--- src/rtl/calc_key_pkg.sv ---
// Shared key codes, keymap and scanner FSM states for the calculator keypad path.
package calc_key_pkg;

    localparam logic [3:0] KEY_0   = 4'h0;
    localparam logic [3:0] KEY_1   = 4'h1;
    localparam logic [3:0] KEY_2   = 4'h2;
    localparam logic [3:0] KEY_3   = 4'h3;
    localparam logic [3:0] KEY_4   = 4'h4;
    localparam logic [3:0] KEY_5   = 4'h5;
    localparam logic [3:0] KEY_6   = 4'h6;
    localparam logic [3:0] KEY_7   = 4'h7;
    localparam logic [3:0] KEY_8   = 4'h8;
    localparam logic [3:0] KEY_9   = 4'h9;
    localparam logic [3:0] KEY_ADD = 4'ha;
    localparam logic [3:0] KEY_SUB = 4'hb;
    localparam logic [3:0] KEY_MUL = 4'hc;
    localparam logic [3:0] KEY_DIV = 4'hd;
    localparam logic [3:0] KEY_EQ  = 4'he;
    localparam logic [3:0] KEY_CLR = 4'hf;

    typedef enum logic [1:0] {
        StIdle,
        StDebounce,
        StHeld
    } key_state_e;

    function automatic logic [3:0] keymap(input logic [1:0] row, input logic [1:0] col);
        logic [3:0] code;
        case ({row, col})
            4'h0: code = KEY_1;
            4'h1: code = KEY_2;
            4'h2: code = KEY_3;
            4'h3: code = KEY_ADD;
            4'h4: code = KEY_4;
            4'h5: code = KEY_5;
            4'h6: code = KEY_6;
            4'h7: code = KEY_SUB;
            4'h8: code = KEY_7;
            4'h9: code = KEY_8;
            4'ha: code = KEY_9;
            4'hb: code = KEY_MUL;
            4'hc: code = KEY_CLR;
            4'hd: code = KEY_0;
            4'he: code = KEY_EQ;
            default: code = KEY_DIV;
        endcase
        return code;
    endfunction

endpackage

--- src/rtl/row_sync.sv ---
// Two-flop synchroniser for the asynchronous keypad row lines; idles at all-released.
module row_sync (
    input  logic       clk,
    input  logic       rst,
    input  logic [3:0] d,
    output logic [3:0] q
);

    logic [3:0] meta_q;

    always_ff @(posedge clk) begin
        if (rst) begin
            meta_q <= 4'b1111;
            q      <= 4'b1111;
        end else begin
            meta_q <= d;
            q      <= meta_q;
        end
    end

endmodule

--- src/rtl/keypad_scan.sv ---
// 4x4 keypad scanner: column drive, per-scan hit accumulation, debounce/release FSM
// and a single registered flag per accepted press.
module keypad_scan
    import calc_key_pkg::*;
#(
    parameter int unsigned SETTLE         = 3,
    parameter int unsigned DEBOUNCE_SCANS = 4,
    parameter int unsigned RELEASE_SCANS  = 2
) (
    input  logic       CLK_1K,
    input  logic       RST,
    input  logic [3:0] row_n,
    output logic [3:0] col_n,
    output logic [3:0] key_value,
    output logic       flag,
    output logic       key_down
);

    localparam int unsigned SlotW = $clog2(SETTLE + 1);
    localparam int unsigned CntW  = $clog2(DEBOUNCE_SCANS + 1);
    localparam int unsigned RelW  = $clog2(RELEASE_SCANS + 1);

    logic [SlotW-1:0] slot_q;
    logic [1:0]       col_q;
    logic [3:0]       row_s;
    logic             sample, scan_end;

    row_sync u_row_sync (
        .clk (CLK_1K),
        .rst (RST),
        .d   (row_n),
        .q   (row_s)
    );

    assign sample   = (slot_q == SlotW'(SETTLE));
    assign scan_end = sample && (col_q == 2'd3);
    assign col_n    = ~(4'b0001 << col_q);

    always_ff @(posedge CLK_1K) begin
        if (RST) begin
            slot_q <= '0;
            col_q  <= 2'd0;
        end else if (sample) begin
            slot_q <= '0;
            col_q  <= col_q + 2'd1;
        end else begin
            slot_q <= slot_q + SlotW'(1);
        end
    end

    // Hit count saturates at 2: anything beyond one hit is simply "multi".
    logic [1:0] hits_q, hits_total;
    logic [3:0] code_q, code_total;
    logic [2:0] col_hits, hit_sum;
    logic [1:0] col_row;

    always_comb begin
        col_hits = 3'd0;
        col_row  = 2'd0;
        for (int r = 3; r >= 0; r--) begin
            if (!row_s[r]) begin
                col_hits = col_hits + 3'd1;
                col_row  = 2'(r);
            end
        end
        hit_sum    = {1'b0, hits_q} + col_hits;
        hits_total = (hit_sum >= 3'd2) ? 2'd2 : hit_sum[1:0];
        code_total = code_q;
        if (hits_q == 2'd0 && col_hits == 3'd1) begin
            code_total = keymap(col_row, col_q);
        end
    end

    // The FSM consumes hits_total on scan end, so clearing here loses nothing.
    always_ff @(posedge CLK_1K) begin
        if (RST || scan_end) begin
            hits_q <= 2'd0;
            code_q <= 4'h0;
        end else if (sample) begin
            hits_q <= hits_total;
            code_q <= code_total;
        end
    end

    key_state_e      state_q, state_d;
    logic [CntW-1:0] cnt_q, cnt_d;
    logic [RelW-1:0] rel_q, rel_d;
    logic [3:0]      cand_q, cand_d;
    logic [3:0]      key_value_q, key_value_d;
    logic            flag_q, flag_d;
    logic            res_none, res_single;

    assign res_none   = (hits_total == 2'd0);
    assign res_single = (hits_total == 2'd1);

    always_comb begin
        state_d     = state_q;
        cnt_d       = cnt_q;
        rel_d       = rel_q;
        cand_d      = cand_q;
        key_value_d = key_value_q;
        flag_d      = 1'b0;
        if (scan_end) begin
            case (state_q)
                StIdle: begin
                    if (res_single) begin
                        cand_d  = code_total;
                        cnt_d   = CntW'(1);
                        state_d = StDebounce;
                    end
                end
                StDebounce: begin
                    if (res_single && code_total == cand_q) begin
                        if (32'(cnt_q) + 32'd1 >= DEBOUNCE_SCANS) begin
                            cnt_d       = CntW'(DEBOUNCE_SCANS);
                            state_d     = StHeld;
                            flag_d      = 1'b1;
                            key_value_d = cand_q;
                        end else begin
                            cnt_d = cnt_q + CntW'(1);
                        end
                    end else begin
                        cnt_d   = '0;
                        state_d = StIdle;
                    end
                end
                StHeld: begin
                    if (res_none) begin
                        if (32'(rel_q) + 32'd1 >= RELEASE_SCANS) begin
                            rel_d   = '0;
                            cnt_d   = '0;
                            state_d = StIdle;
                        end else begin
                            rel_d = rel_q + RelW'(1);
                        end
                    end else begin
                        rel_d = '0;
                    end
                end
                default: state_d = StIdle;
            endcase
        end
    end

    always_ff @(posedge CLK_1K) begin
        if (RST) begin
            state_q     <= StIdle;
            cnt_q       <= '0;
            rel_q       <= '0;
            cand_q      <= 4'h0;
            key_value_q <= 4'h0;
            flag_q      <= 1'b0;
        end else begin
            state_q     <= state_d;
            cnt_q       <= cnt_d;
            rel_q       <= rel_d;
            cand_q      <= cand_d;
            key_value_q <= key_value_d;
            flag_q      <= flag_d;
        end
    end

    assign key_value = key_value_q;
    assign flag      = flag_q;
    assign key_down  = (state_q == StHeld);

endmodule

--- config.mk ---
export PLATFORM = sky130hd
export DESIGN_NAME = keypad_scan
export DESIGN_NICKNAME = d
export VERILOG_FILES = /design/src/rtl/calc_key_pkg.sv /design/src/rtl/row_sync.sv /design/src/rtl/keypad_scan.sv
export SDC_FILE = /design/constraint.sdc
export NUM_CORES = 1
export LEC_CHECK = 0
export ABC_AREA = 0
export ABC_CLOCK_PERIOD_IN_PS = 5300
export CAP_MARGIN = 20
export CORE_MARGIN = 3
export CORE_UTILIZATION = 45
export DETAILED_ROUTE_END_ITERATION = 10
export GPL_TIMING_DRIVEN = 0
export MAX_ROUTING_LAYER = met4
export PLACE_DENSITY_LB_ADDON = 0.3
export SLEW_MARGIN = 20
export SYNTH_ARGS = -nofsm -noshare
export SYNTH_HDL_FRONTEND = slang
export SYNTH_SLANG_ARGS = --single-unit
--- constraint.sdc ---
create_clock -name CLK_1K -period 5.3 [get_ports CLK_1K]
set_input_delay 1.06 -clock CLK_1K [delete_from_list [all_inputs] [get_ports CLK_1K]]
set_output_delay 1.06 -clock CLK_1K [all_outputs]
set_load 0.005 [all_outputs]
# Yosys cells after proc, flatten, opt, wreduce, memory -nomap -nowiden

Memory sizes are Yosys's and may differ from the RTL's.
Index checks and enable logic that the tools add are counted.

Add/sub/neg operators: 10
Multipliers: 0
Div/mod/pow operators: 0
Order comparisons: 3
Equal/unequal tests: 11
Shift-type cells: 1
Mux-type cells: 25
Bitwise logic cells: 4
Reduce and logical (&&, ||, !) cells: 15

Operator list:

| kind                                                                                | number |
|---|---|
| 2-bit two-way mux                                                                   | 12 |
| 3-bit two-way mux                                                                   | 8 |
| 3-bit by 1-bit adder with 3-bit output, second input constant                       | 4 |
| 5-bit AND reduction                                                                 | 2 |
| 3-bit one-hot mux with 3 select lines                                               | 1 |
| 2-bit by 1-bit adder with 2-bit output, second input constant                       | 3 |
| 2-bit equality test, second input constant                                          | 3 |
| 3-bit by 2-bit greater-or-equal comparator with 1-bit output, second input constant | 2 |
| 2-bit zero test                                                                     | 3 |
| 2-bit one-hot mux with 3 select lines                                               | 1 |
| 3-bit by 1-bit adder with 4-bit output, second input constant                       | 1 |
| 2-bit by 1-bit equality test with 1-bit output, second input constant               | 2 |
| 4-bit equality test                                                                 | 1 |
| 4-bit by 3-bit greater-or-equal comparator with 1-bit output, second input constant | 1 |
| 4-bit two-way mux                                                                   | 1 |
| 2-bit by 1-bit != test with 1-bit output, second input constant                     | 2 |
| 4-bit inverter                                                                      | 1 |
| 4-bit AND reduction                                                                 | 1 |
| 4-bit OR reduction                                                                  | 1 |
| 1-bit by 2-bit left shift with 4-bit output, first input constant                   | 1 |
| 2-bit by 1-bit adder with 3-bit output, second input constant                       | 1 |
| 2-bit by 3-bit adder with 3-bit output                                              | 1 |
| 3-bit by 1-bit equality test with 1-bit output, second input constant               | 1 |
| 1-bit logical AND                                                                   | 3 |
| 9 further kinds                                                                     | 12 |

Flip-flop bits (word level): 34
Latch bits: 0
Bits in writable memories: 0
Bits in read-only memories: 64
Input bits: 6
Output and inout bits: 10
Word-level logic and storage cells: 82
Memories: 1

Memories:

| name             | words | bits a word | read ports | clocked after memory_dff | wr ports | RTL line           | text |
|---|---|---|---|---|---|---|---|
| (name not given) | 16    | 4           | 1          | 0                        | 0        | calc_key_pkg.sv:29 | `case ({row, col})` |

# Logic depth before layout (Yosys ltp)

Gate-level depths: netlist (run 1).

Depth in word-level cells: 14
Mapped depth: 14
Gate-level depth less buffers: 13

# Modules after synthesis

From an unflattened synthesis (run 1), not the netlist that was laid out.

Cell total of the unflattened synthesis: 246
Area total of the unflattened synthesis: 2,134.5 um2

By module, submodules not included:

| module      | times used | cells an instance | area an instance (um2) | seq. area each (um2) |
|---|---|---|---|---|
| keypad_scan | 1          | 230               | 1,924.3                | 520.5 |
| row_sync    | 1          | 16                | 210.2                  | 160.2 |

# Least setup slack after synthesis (run 1)

OpenSTA, ideal clock, no wires.

Path kind: reg-to-reg
Start: register u_row_sync.q[2]
End: register key_value_q[0] (netlist: key_value[0])
Library setup time: 72 ps
Arrival time: 3,423 ps
Data required time: 5,228 ps
Path slack: 1,805 ps
Stages on the path, launching flop included: 14
Path buffers: 2
Period minus slack after synthesis: 3,495 ps
Cells stage by stage: dfxtp_1 -> inv_1 -> ha_1 -> xnor2_2 -> ha_1 -> mux2_2 -> fa_1 -> xor3_1 -> and3_1 -> clkbuf_1 -> and4_1 -> and4_1 -> buf_6 -> mux2i_1

Word-level cells in the longest chain between the ends: 11
Elaborated cells between the ends (all ways): 19
Those cells by class: 3 x add/sub; 1 x order compare; 3 x eq/ne; 8 x mux; 3 x reduce/logical; 1 x memory

RTL lines:

| element                                                                                                         | RTL line                              | text |
|---|---|---|
| start, declared                                                                                                 | row_sync.sv:6                         | `output logic [3:0] q` |
| start signal, assigned                                                                                          | row_sync.sv:17                        | `q <= meta_q;` |
| 3-bit two-way mux                                                                                               | keypad_scan.sv:61                     | `if (!row_s[r]) begin` |
| 3-bit by 1-bit adder with 3-bit output                                                                          | keypad_scan.sv:62                     | `col_hits = col_hits + 3'd1;` |
| 3-bit two-way mux                                                                                               | keypad_scan.sv:61                     |  |
| 3-bit by 1-bit adder with 3-bit output                                                                          | keypad_scan.sv:62                     |  |
| 3-bit two-way mux                                                                                               | keypad_scan.sv:61                     |  |
| 2-bit by 3-bit adder with 3-bit output / 3-bit by 1-bit equality test with 1-bit output (equally long branches) | keypad_scan.sv:66, keypad_scan.sv:69  |  |
| 3-bit by 2-bit greater-or-equal comparator with 1-bit output / 1-bit logical AND (equally long branches)        | keypad_scan.sv:67, keypad_scan.sv:69  |  |
| 2-bit two-way mux / 4-bit two-way mux (equally long branches)                                                   | keypad_scan.sv:67, keypad_scan.sv:69  |  |
| 2-bit by 1-bit equality test with 1-bit output / 4-bit equality test (equally long branches)                    | keypad_scan.sv:94, keypad_scan.sv:113 |  |
| 1-bit logical AND (*)                                                                                           | keypad_scan.sv:113                    | `if (res_single && code_total == cand_q) begin` |
| 4-bit AND reduction (no source line) (*)                                                                        | --                                    |  |
| end signal, assigned                                                                                            | keypad_scan.sv:158                    | `key_value_q <= key_value_d;` |
| end, declared                                                                                                   | keypad_scan.sv:89                     | `logic [3:0] key_value_q, key_value_d;` |

Mark *: on every way between the ends. The rest lies on a longest branch, timed or not.
A chain may end at the register's enable or synchronous reset.

# Worst setup path in the final report (run 1)

Start: register u_row_sync.q[2]
End: register key_value_q[3] (netlist: key_value[3])

The elaborated chain is that of the path after synthesis.

==> results of run 1 <==
[kinds of logic (layout without fill, tap and decap cells)]
family                   Yosys count  count (layout)  synth area share
AO/OA/AOI/OAI                     40              40             0.145
AND/OR/NAND/NOR                  103             103             0.263
buffers and inverters             25              48            0.0521
XOR/XNOR                           7               7            0.0418
flip-flops                        34              34             0.311
multiplexers                      15              15            0.0693
adder cells (fa/ha/maj)           20              20             0.118
[power by group through the flow]
stage	clock, mW	combinational (mW)	sequential, mW
finish	0.198	0.0942	0.266
global route	0.214	0.104	0.267
CTS	0.206	0.0943	0.266
detailed placement	0	0.0935	0.272
global placement	0	0.0930	0.272
floorplan	0	0.0727	0.271
[placed cells by master, fill, tap and decap left out, types with 3 or more instances in the layout]
master and n:
sky130_fd_sc_hd__a21oi_1 12, sky130_fd_sc_hd__clkdlybuf4s50_1 15, sky130_fd_sc_hd__nor2b_1 6, sky130_fd_sc_hd__dfxtp_1 34, sky130_fd_sc_hd__mux2i_1 14, sky130_fd_sc_hd__clkbuf_8 6, sky130_fd_sc_hd__nor2_1 20, sky130_fd_sc_hd__a211oi_1 4
sky130_fd_sc_hd__nand4_1 6, sky130_fd_sc_hd__nor3b_1 3, sky130_fd_sc_hd__nand3_1 7, sky130_fd_sc_hd__inv_1 15, sky130_fd_sc_hd__ha_1 19, sky130_fd_sc_hd__nor3_1 4, sky130_fd_sc_hd__o21ai_0 3, sky130_fd_sc_hd__xnor2_1 3
sky130_fd_sc_hd__nand2b_1 12, sky130_fd_sc_hd__clkbuf_1 6, sky130_fd_sc_hd__or2_2 9, sky130_fd_sc_hd__and3_1 4, sky130_fd_sc_hd__and2_1 4, sky130_fd_sc_hd__nand2_1 17
[worst min path at each step]
| stage | from | endpoint |
|---|---|---|
| 3_3_place_gp | u_row_sync.meta_q[3]$_SDFF_PP1_ | u_row_sync.q[3]$_SDFF_PP1_ |
| 5_1_grt | u_row_sync.meta_q[1]$_SDFF_PP1_ | u_row_sync.q[1]$_SDFF_PP1_ |
| 4_1_cts | u_row_sync.meta_q[2]$_SDFF_PP1_ | u_row_sync.q[2]$_SDFF_PP1_ |
| 6_report | u_row_sync.meta_q[1]$_SDFF_PP1_ | u_row_sync.q[1]$_SDFF_PP1_ |
| 3_5_place_dp | u_row_sync.meta_q[2]$_SDFF_PP1_ | u_row_sync.q[2]$_SDFF_PP1_ |
| 2_1_floorplan | u_row_sync.meta_q[0]$_SDFF_PP1_ | u_row_sync.q[0]$_SDFF_PP1_ |
[layout make-up]
cell class / instances / share of cell area
flip-flops and latches: 34 / 0.271
clock inverters: 1 / 0.00200
inverters: 15 / 0.0224
repair buffers: 15 / 0.0599
multi-input cells: 185 / 0.555
clock buffers: 7 / 0.0344
well taps: 65 / 0.0324
plain buffers: 10 / 0.0229
[worst max-delay path: stages (launching register included)]
cell and delay, ns:
sky130_fd_sc_hd__dfxtp_1 0.36, sky130_fd_sc_hd__inv_1 0.05, sky130_fd_sc_hd__ha_1 0.39, sky130_fd_sc_hd__xnor2_2 0.35
sky130_fd_sc_hd__ha_1 0.36, sky130_fd_sc_hd__mux2_2 0.30, sky130_fd_sc_hd__fa_1 0.38, sky130_fd_sc_hd__xor3_1 0.42
sky130_fd_sc_hd__and3_1 0.16, sky130_fd_sc_hd__clkbuf_1 0.21, sky130_fd_sc_hd__and4_1 0.21, sky130_fd_sc_hd__and4_1 0.21
sky130_fd_sc_hd__buf_6 0.13, sky130_fd_sc_hd__mux2i_1 0.17
[flip-flops by register name (all words and copies together), names as in the netlist]
name,cells
state_q,2
col_q,2
u_row_sync.q,4
rel_q,2
cnt_q,3
slot_q,2
u_row_sync.meta_q,4
hits_q,2
key_value,4
code_q,4
flag,1
cand_q,4
[per-layer routing]
layer  GRT usage  share of wire  vias to the layer above
met2       0.260           0.46                       25
met4      0.0408         0.0099                        0
met3      0.0396          0.029                        4
met1       0.219           0.50                      799
li1            -              -                      894
met5           -              0                        -
==> flow_summary_export.csv, run 1 <==
group,metric,value,unit
placement,dp_hpwl,3130,um
floorplan,placement_rows,24,
sta,fin_hold_ws,0.413,ns
synthesis,syn-instance-count,244,
sta,final_max_slew_viol_count,0,
floorplan,chipWidth,75.7,um
grt,grt_overflow_total,0,
sta,slew_headroom,0.595,
sta,hold_viol_final,0,
synthesis,synth-async-reset-ratio,0,
sta,timing.final.ws_setup,1.52,ns
clocking,tritoncts,"done",
clocking,clk-insertion-delay-late,0.28,ns
drt,wire_per_inst,12.5,um
cells_and_area,multiInputGateArea,1390,um2
critical_path,setup.worst_path.end_class,"flip-flop",
synthesis,synth-seq-area-share,0.311,
power,sequentialPowerShare,0.476,
synthesis,synth.area.top_cells,"sky130_fd_sc_hd__dfxtp_1 (31%), sky130_fd_sc_hd__ha_1 (11%), sky130_fd_sc_hd__mux2i_1 (6.4%), sky130_fd_sc_hd__nand2b_1 (3.4%), sky130_fd_sc_hd__nor2_1 (3.4%)",
clocking,post_cts.repair.setup_buffers,0,
sta,slew_of_the_pin_with_the_lowest_slew_margin,0.607,ns
floorplan,fp.coreArea,4530,um2
drt,drtPass1Iterations,4,
placement,preCtsSetupSlack,1.53,ns
clocking,cts.sinks,34,
drt,via_per_inst,5.19,
synthesis,syn_area,2190,um2
critical_path,worst-path-max-fanout,7,
drt,ant_nets,0,
cells_and_area,seqCellArea,681,um2
clocking,cts_htree_levels,2,
critical_path,reg2regPathDepth,13,
sta,fmax_achieved,265,MHz
placement,gp_congestion,0.823,
cells_and_area,layout.cell_area.non_filler,2510,um2
clocking,post_cts_hold_buffer_count,0,
power,peakVddDrop,115,uV
sta,timing.final.crit_share,0.712,
critical_path,startpoint,"u_row_sync.q[2]$_SDFF_PP1_",
floorplan,die-area,5730,um2
floorplan,initial_utilization,0.482,
grt,gr-usage-all-layers,0.167,
cells_and_area,utilization,0.553,
placement,dpl-instance-area,2420,um2
critical_path,critical_path_class,"flip-flop to flip-flop",
sta,rsz_0062_raised_after_global_routing,"false",
power,net-switching-power,0.149,mW
worst_hold_path,worstHoldPathType,"flip-flop to flip-flop",
synthesis,average_instance_area_after_synthesis,8.96,um2
synthesis,netlist-cell-type-count,55,
synthesis,synth.most_common_cell,"sky130_fd_sc_hd__dfxtp_1",
sta,finClkSkew,0.00553,ns
cells_and_area,count_of_non_filler_cells_in_the_finished_layout,332,
drt,drt_first_iter_violations,98,
clocking,clk_pin_slew_worst_paths,0.07,ns
cells_and_area,fillCellCount,414,
drt,via_count,1722,
clocking,ctsResizeCount,0,
critical_path,reg2reg_setup_slack,1.52,ns
grt,grt_start_max_net_pins,11,
synthesis,ys.flop_type,"sky130_fd_sc_hd__dfxtp_1",
synthesis,synth_enable_flop_cells,0,
synthesis,synth_largest_area_cell,"sky130_fd_sc_hd__dfxtp_1",
outcome,run_status,"finished clean",
clocking,clockRootBuffer,"sky130_fd_sc_hd__clkbuf_8",
placement,number_of_port_buffers,15,
sta,timing.final.crit_period,3.78,ns
critical_path,critical_path.reg2reg.endpoint,"key_value[3]$_SDFFE_PP0P_",
run,max_cap_viol_count,0,
drt,totalWireLength,4160,um
critical_path,critical_path.endpoint,"key_value[3]$_SDFFE_PP0P_",
synthesis,synth_warnings,0,
cells_and_area,area_growth,14.8,%
synthesis,netlist_top_cells_count,"sky130_fd_sc_hd__dfxtp_1 (34), sky130_fd_sc_hd__nor2_1 (20), sky130_fd_sc_hd__ha_1 (19), sky130_fd_sc_hd__nand2_1 (17), sky130_fd_sc_hd__inv_1 (15)",
power,switching_share,0.266,
floorplan,fp.dieH,75.7,um
cells_and_area,diodes,0,
power,internal_power,0.410,mW
power,p_total,0.559,mW
critical_path,critical_path_required,5.52,ns
grt,first_global_vias,1616,
worst_hold_path,whs_path_depth,1,
synthesis,ys_ff_latch,34,
floorplan,count_of_boundary_i_o_pins,16,
power,p_leak,1.04,nW
synthesis,syn_nets,270,
drt,drc,0,
critical_path,worstSetupStartpointType,"flip-flop",
critical_path,crit_arrival,3.99,ns
power,power-per-cell-area,223,nW/um2
grt,initial_antenna_violation_count,0,
power,pwr-share-comb,0.169,
cells_and_area,nNetsFinal,292,
power,clk_network_pwr_share,0.355,
placement,placed_cells,324,
critical_path,regToRegStartpoint,"u_row_sync.q[2]$_SDFF_PP1_",
grt,grt_first_pass_wirelength,7120,um
clocking,cts_max_path_buffers,2,
synthesis,synth.top_cell.area_share,0.311,
cells_and_area,layout-drive-gt1-share,0.109,
clocking,cts_buffers,5,
sta,setup-violations-final,0,
sta,timing.setup.tns,0,ns
(Power assumes the default switching activity.)
==> run 2, diff against run 1 <==
ABC_CLOCK_PERIOD_IN_PS = 3120   (was 5300)
clock period = 3.12 ns   (was 5.3 ns; I/O delays follow)
==> run 2 against run 1 <==
Net effect:
- fmax is 27% higher
- final cell count rose by 1.2%
- power increased by 75%
- sequential power increased by 70%
- sequential cell count did not move
- critical path depth is the same
==> flow_summary_export.csv, run 2 (synthesis gave the netlist of run 1 again) <==
group,metric,value,unit
power,p_leak,1.06,nW
critical_path,critical_path.endpoint,"key_value[2]$_SDFFE_PP0P_",
critical_path,critical_path_required,3.34,ns
worst_hold_path,worstHoldPathType,"flip-flop to flip-flop",
cells_and_area,utilization,0.578,
critical_path,regToRegStartpoint,"u_row_sync.q[3]$_SDFF_PP1_",
clocking,clk_pin_slew_worst_paths,0.07,ns
clocking,cts.sinks,34,
floorplan,fp.coreArea,4530,um2
drt,drtPass1Iterations,4,
sta,fmax_achieved,336,MHz
critical_path,startpoint,"u_row_sync.q[3]$_SDFF_PP1_",
sta,setup-violations-final,0,
grt,grt_start_max_net_pins,12,
critical_path,setup.worst_path.end_class,"flip-flop",
cells_and_area,diodes,0,
grt,grtUsageMet2,0.258,
grt,initial_antenna_violation_count,0,
power,power-per-cell-area,373,nW/um2
sta,timing.final.crit_period,2.97,ns
drt,drc,0,
floorplan,chipWidth,75.7,um
cells_and_area,most_common_cell_after_layout_fill_and_taps_aside,"sky130_fd_sc_hd__dfxtp_1",
floorplan,fp.dieH,75.7,um
sta,final_max_slew_viol_count,0,
drt,drt_first_iter_violations,110,
outcome,run_status,"finished clean",
drt,via_per_inst,5.27,
drt,via_count,1772,
clocking,cts_buffers,5,
floorplan,initial_utilization,0.482,
critical_path,critical_path_class,"flip-flop to flip-flop",
cells_and_area,layout-drive-gt1-share,0.166,
drt,ant_nets,0,
clocking,clk-insertion-delay-late,0.29,ns
clocking,post_cts_hold_buffer_count,0,
sta,fin_hold_ws,0.408,ns
power,peakVddDrop,217,uV
drt,wire_per_inst,12.6,um
sta,rsz_0062_raised_after_global_routing,"true",
clocking,cts_max_path_buffers,2,
sta,timing.final.crit_share,0.953,
critical_path,reg2reg_setup_slack,0.15,ns
grt,global_route_hottest_layer,"met2",
floorplan,placement_rows,24,
grt,first_global_vias,1656,
floorplan,die-area,5730,um2
clocking,tritoncts,"done",
grt,grt_overflow_total,0,
critical_path,critical_path.reg2reg.endpoint,"key_value[2]$_SDFFE_PP0P_",
grt,grt_first_pass_wirelength,7410,um
sta,hold_viol_final,0,
drt,totalWireLength,4240,um
cells_and_area,fillCellCount,397,
sta,finClkSkew,0.00875,ns
run,max_cap_viol_count,0,
critical_path,worstSetupStartpointType,"flip-flop",
grt,gr-usage-all-layers,0.172,
grt,global_route.usage.met1,0.233,
sta,slew_headroom,0.614,
grt,gr_met3_demand_resource,0.0383,
clocking,clockRootBuffer,"sky130_fd_sc_hd__clkbuf_8",
placement,number_of_port_buffers,15,
placement,gp_congestion,0.841,
cells_and_area,layout_common_cells,"sky130_fd_sc_hd__dfxtp_1 (32), sky130_fd_sc_hd__nor2_1 (20), sky130_fd_sc_hd__nand2_1 (17), sky130_fd_sc_hd__ha_1 (16)",
sta,slew_of_the_pin_with_the_lowest_slew_margin,0.579,ns
clocking,cts_htree_levels,2,
cells_and_area,area_growth,20.0,%
floorplan,count_of_boundary_i_o_pins,16,
placement,dp_hpwl,3090,um
critical_path,worst-path-max-fanout,6,
critical_path,crit_arrival,3.19,ns
cells_and_area,nNetsFinal,296,
critical_path,reg2regPathDepth,13,
## run 2: cell count changes in the layout (fill, tap and decap cells not counted), moves of 2 or more
cell	previous run	this run
sky130_fd_sc_hd__dfxtp_1	34	32
sky130_fd_sc_hd__buf_4	1	6
sky130_fd_sc_hd__ha_1	19	16
sky130_fd_sc_hd__clkbuf_1	6	4
sky130_fd_sc_hd__ha_4	0	2
sky130_fd_sc_hd__dfxtp_2	0	2
## run 2: worst max-delay path, cell delays in order (launching register included)
cell	delay, ns
sky130_fd_sc_hd__dfxtp_2	0.33
sky130_fd_sc_hd__inv_1	0.07
sky130_fd_sc_hd__ha_4	0.27
sky130_fd_sc_hd__xnor2_4	0.18
sky130_fd_sc_hd__ha_4	0.24
sky130_fd_sc_hd__buf_4	0.13
sky130_fd_sc_hd__o311a_4	0.40
sky130_fd_sc_hd__o31ai_4	0.29
sky130_fd_sc_hd__a21oi_1	0.09
sky130_fd_sc_hd__and4b_1	0.28
sky130_fd_sc_hd__buf_6	0.12
sky130_fd_sc_hd__and4_1	0.20
sky130_fd_sc_hd__buf_6	0.12
sky130_fd_sc_hd__mux2i_1	0.17
## run 2: what timing repair did
item,in CTS,in global routing
resized for setup,3,9
setup buffers,1,3
pin swaps,1,4
endpoints found under the setup margin,14,14
hold endpoints to repair,0,0
## run 2: how the worst min path moves through the flow
stage,from,endpoint,slack (ns),cells past startpoint
after floorplan,u_row_sync.meta_q[0]$_SDFF_PP1_,u_row_sync.q[0]$_SDFF_PP1_,0.39,1
after global placement,u_row_sync.meta_q[3]$_SDFF_PP1_,u_row_sync.q[3]$_SDFF_PP1_,0.39,1
after detailed placement,u_row_sync.meta_q[1]$_SDFF_PP1_,u_row_sync.q[1]$_SDFF_PP1_,0.39,1
after CTS,u_row_sync.meta_q[1]$_SDFF_PP1_,u_row_sync.q[1]$_SDFF_PP1_,0.41,1
after global routing,u_row_sync.meta_q[1]$_SDFF_PP1_,u_row_sync.q[1]$_SDFF_PP1_,0.42,1
final,u_row_sync.meta_q[2]$_SDFF_PP1_,u_row_sync.q[2]$_SDFF_PP1_,0.41,1
## run 2: metal layers
layer / vias to the layer above / share of wire
met2: 34 / 0.44
met4: 0 / 0.018
met5: - / 0
li1: 903 / -
met3: 9 / 0.046
met1: 826 / 0.49
## run 2: area by class of cell
class,count,area [um2],area share
Tap cell,65,81.3,0.0310
Sequential cell,34,683,0.260
Timing Repair Buffer,19,180,0.0687
Buffer,10,61.3,0.0234
Inverter,15,56.3,0.0215
Clock buffer,6,82.6,0.0315
Multi-Input combinational cell,185,1470,0.559
Clock inverter,2,12.5,0.00477
## run 2: power breakdown
group / total, mW / internal [mW] / switching [mW]
clock: 0.347 / 0.177 / 0.170
sequential: 0.453 / 0.445 / 0.00812
combinational: 0.179 / 0.0870 / 0.0915
## run 2: stage by stage
stage / TNS (ns) / cell area, um2 / total power [mW] / cells / setup slack (ns)
after floorplan: 0 / 2220 / 0.592 / 244 / 0.0475
after global placement: -0.581 / 2450 / 0.628 / 324 / -0.100
after detailed placement: -1.29 / 2450 / 0.629 / 324 / -0.163
after CTS: 0 / 2570 / 0.979 / 333 / 0.0225
after global routing: -0.0844 / 2620 / 1.03 / 336 / -0.0303
final: 0 / 2620 / 0.978 / 336 / 0.148
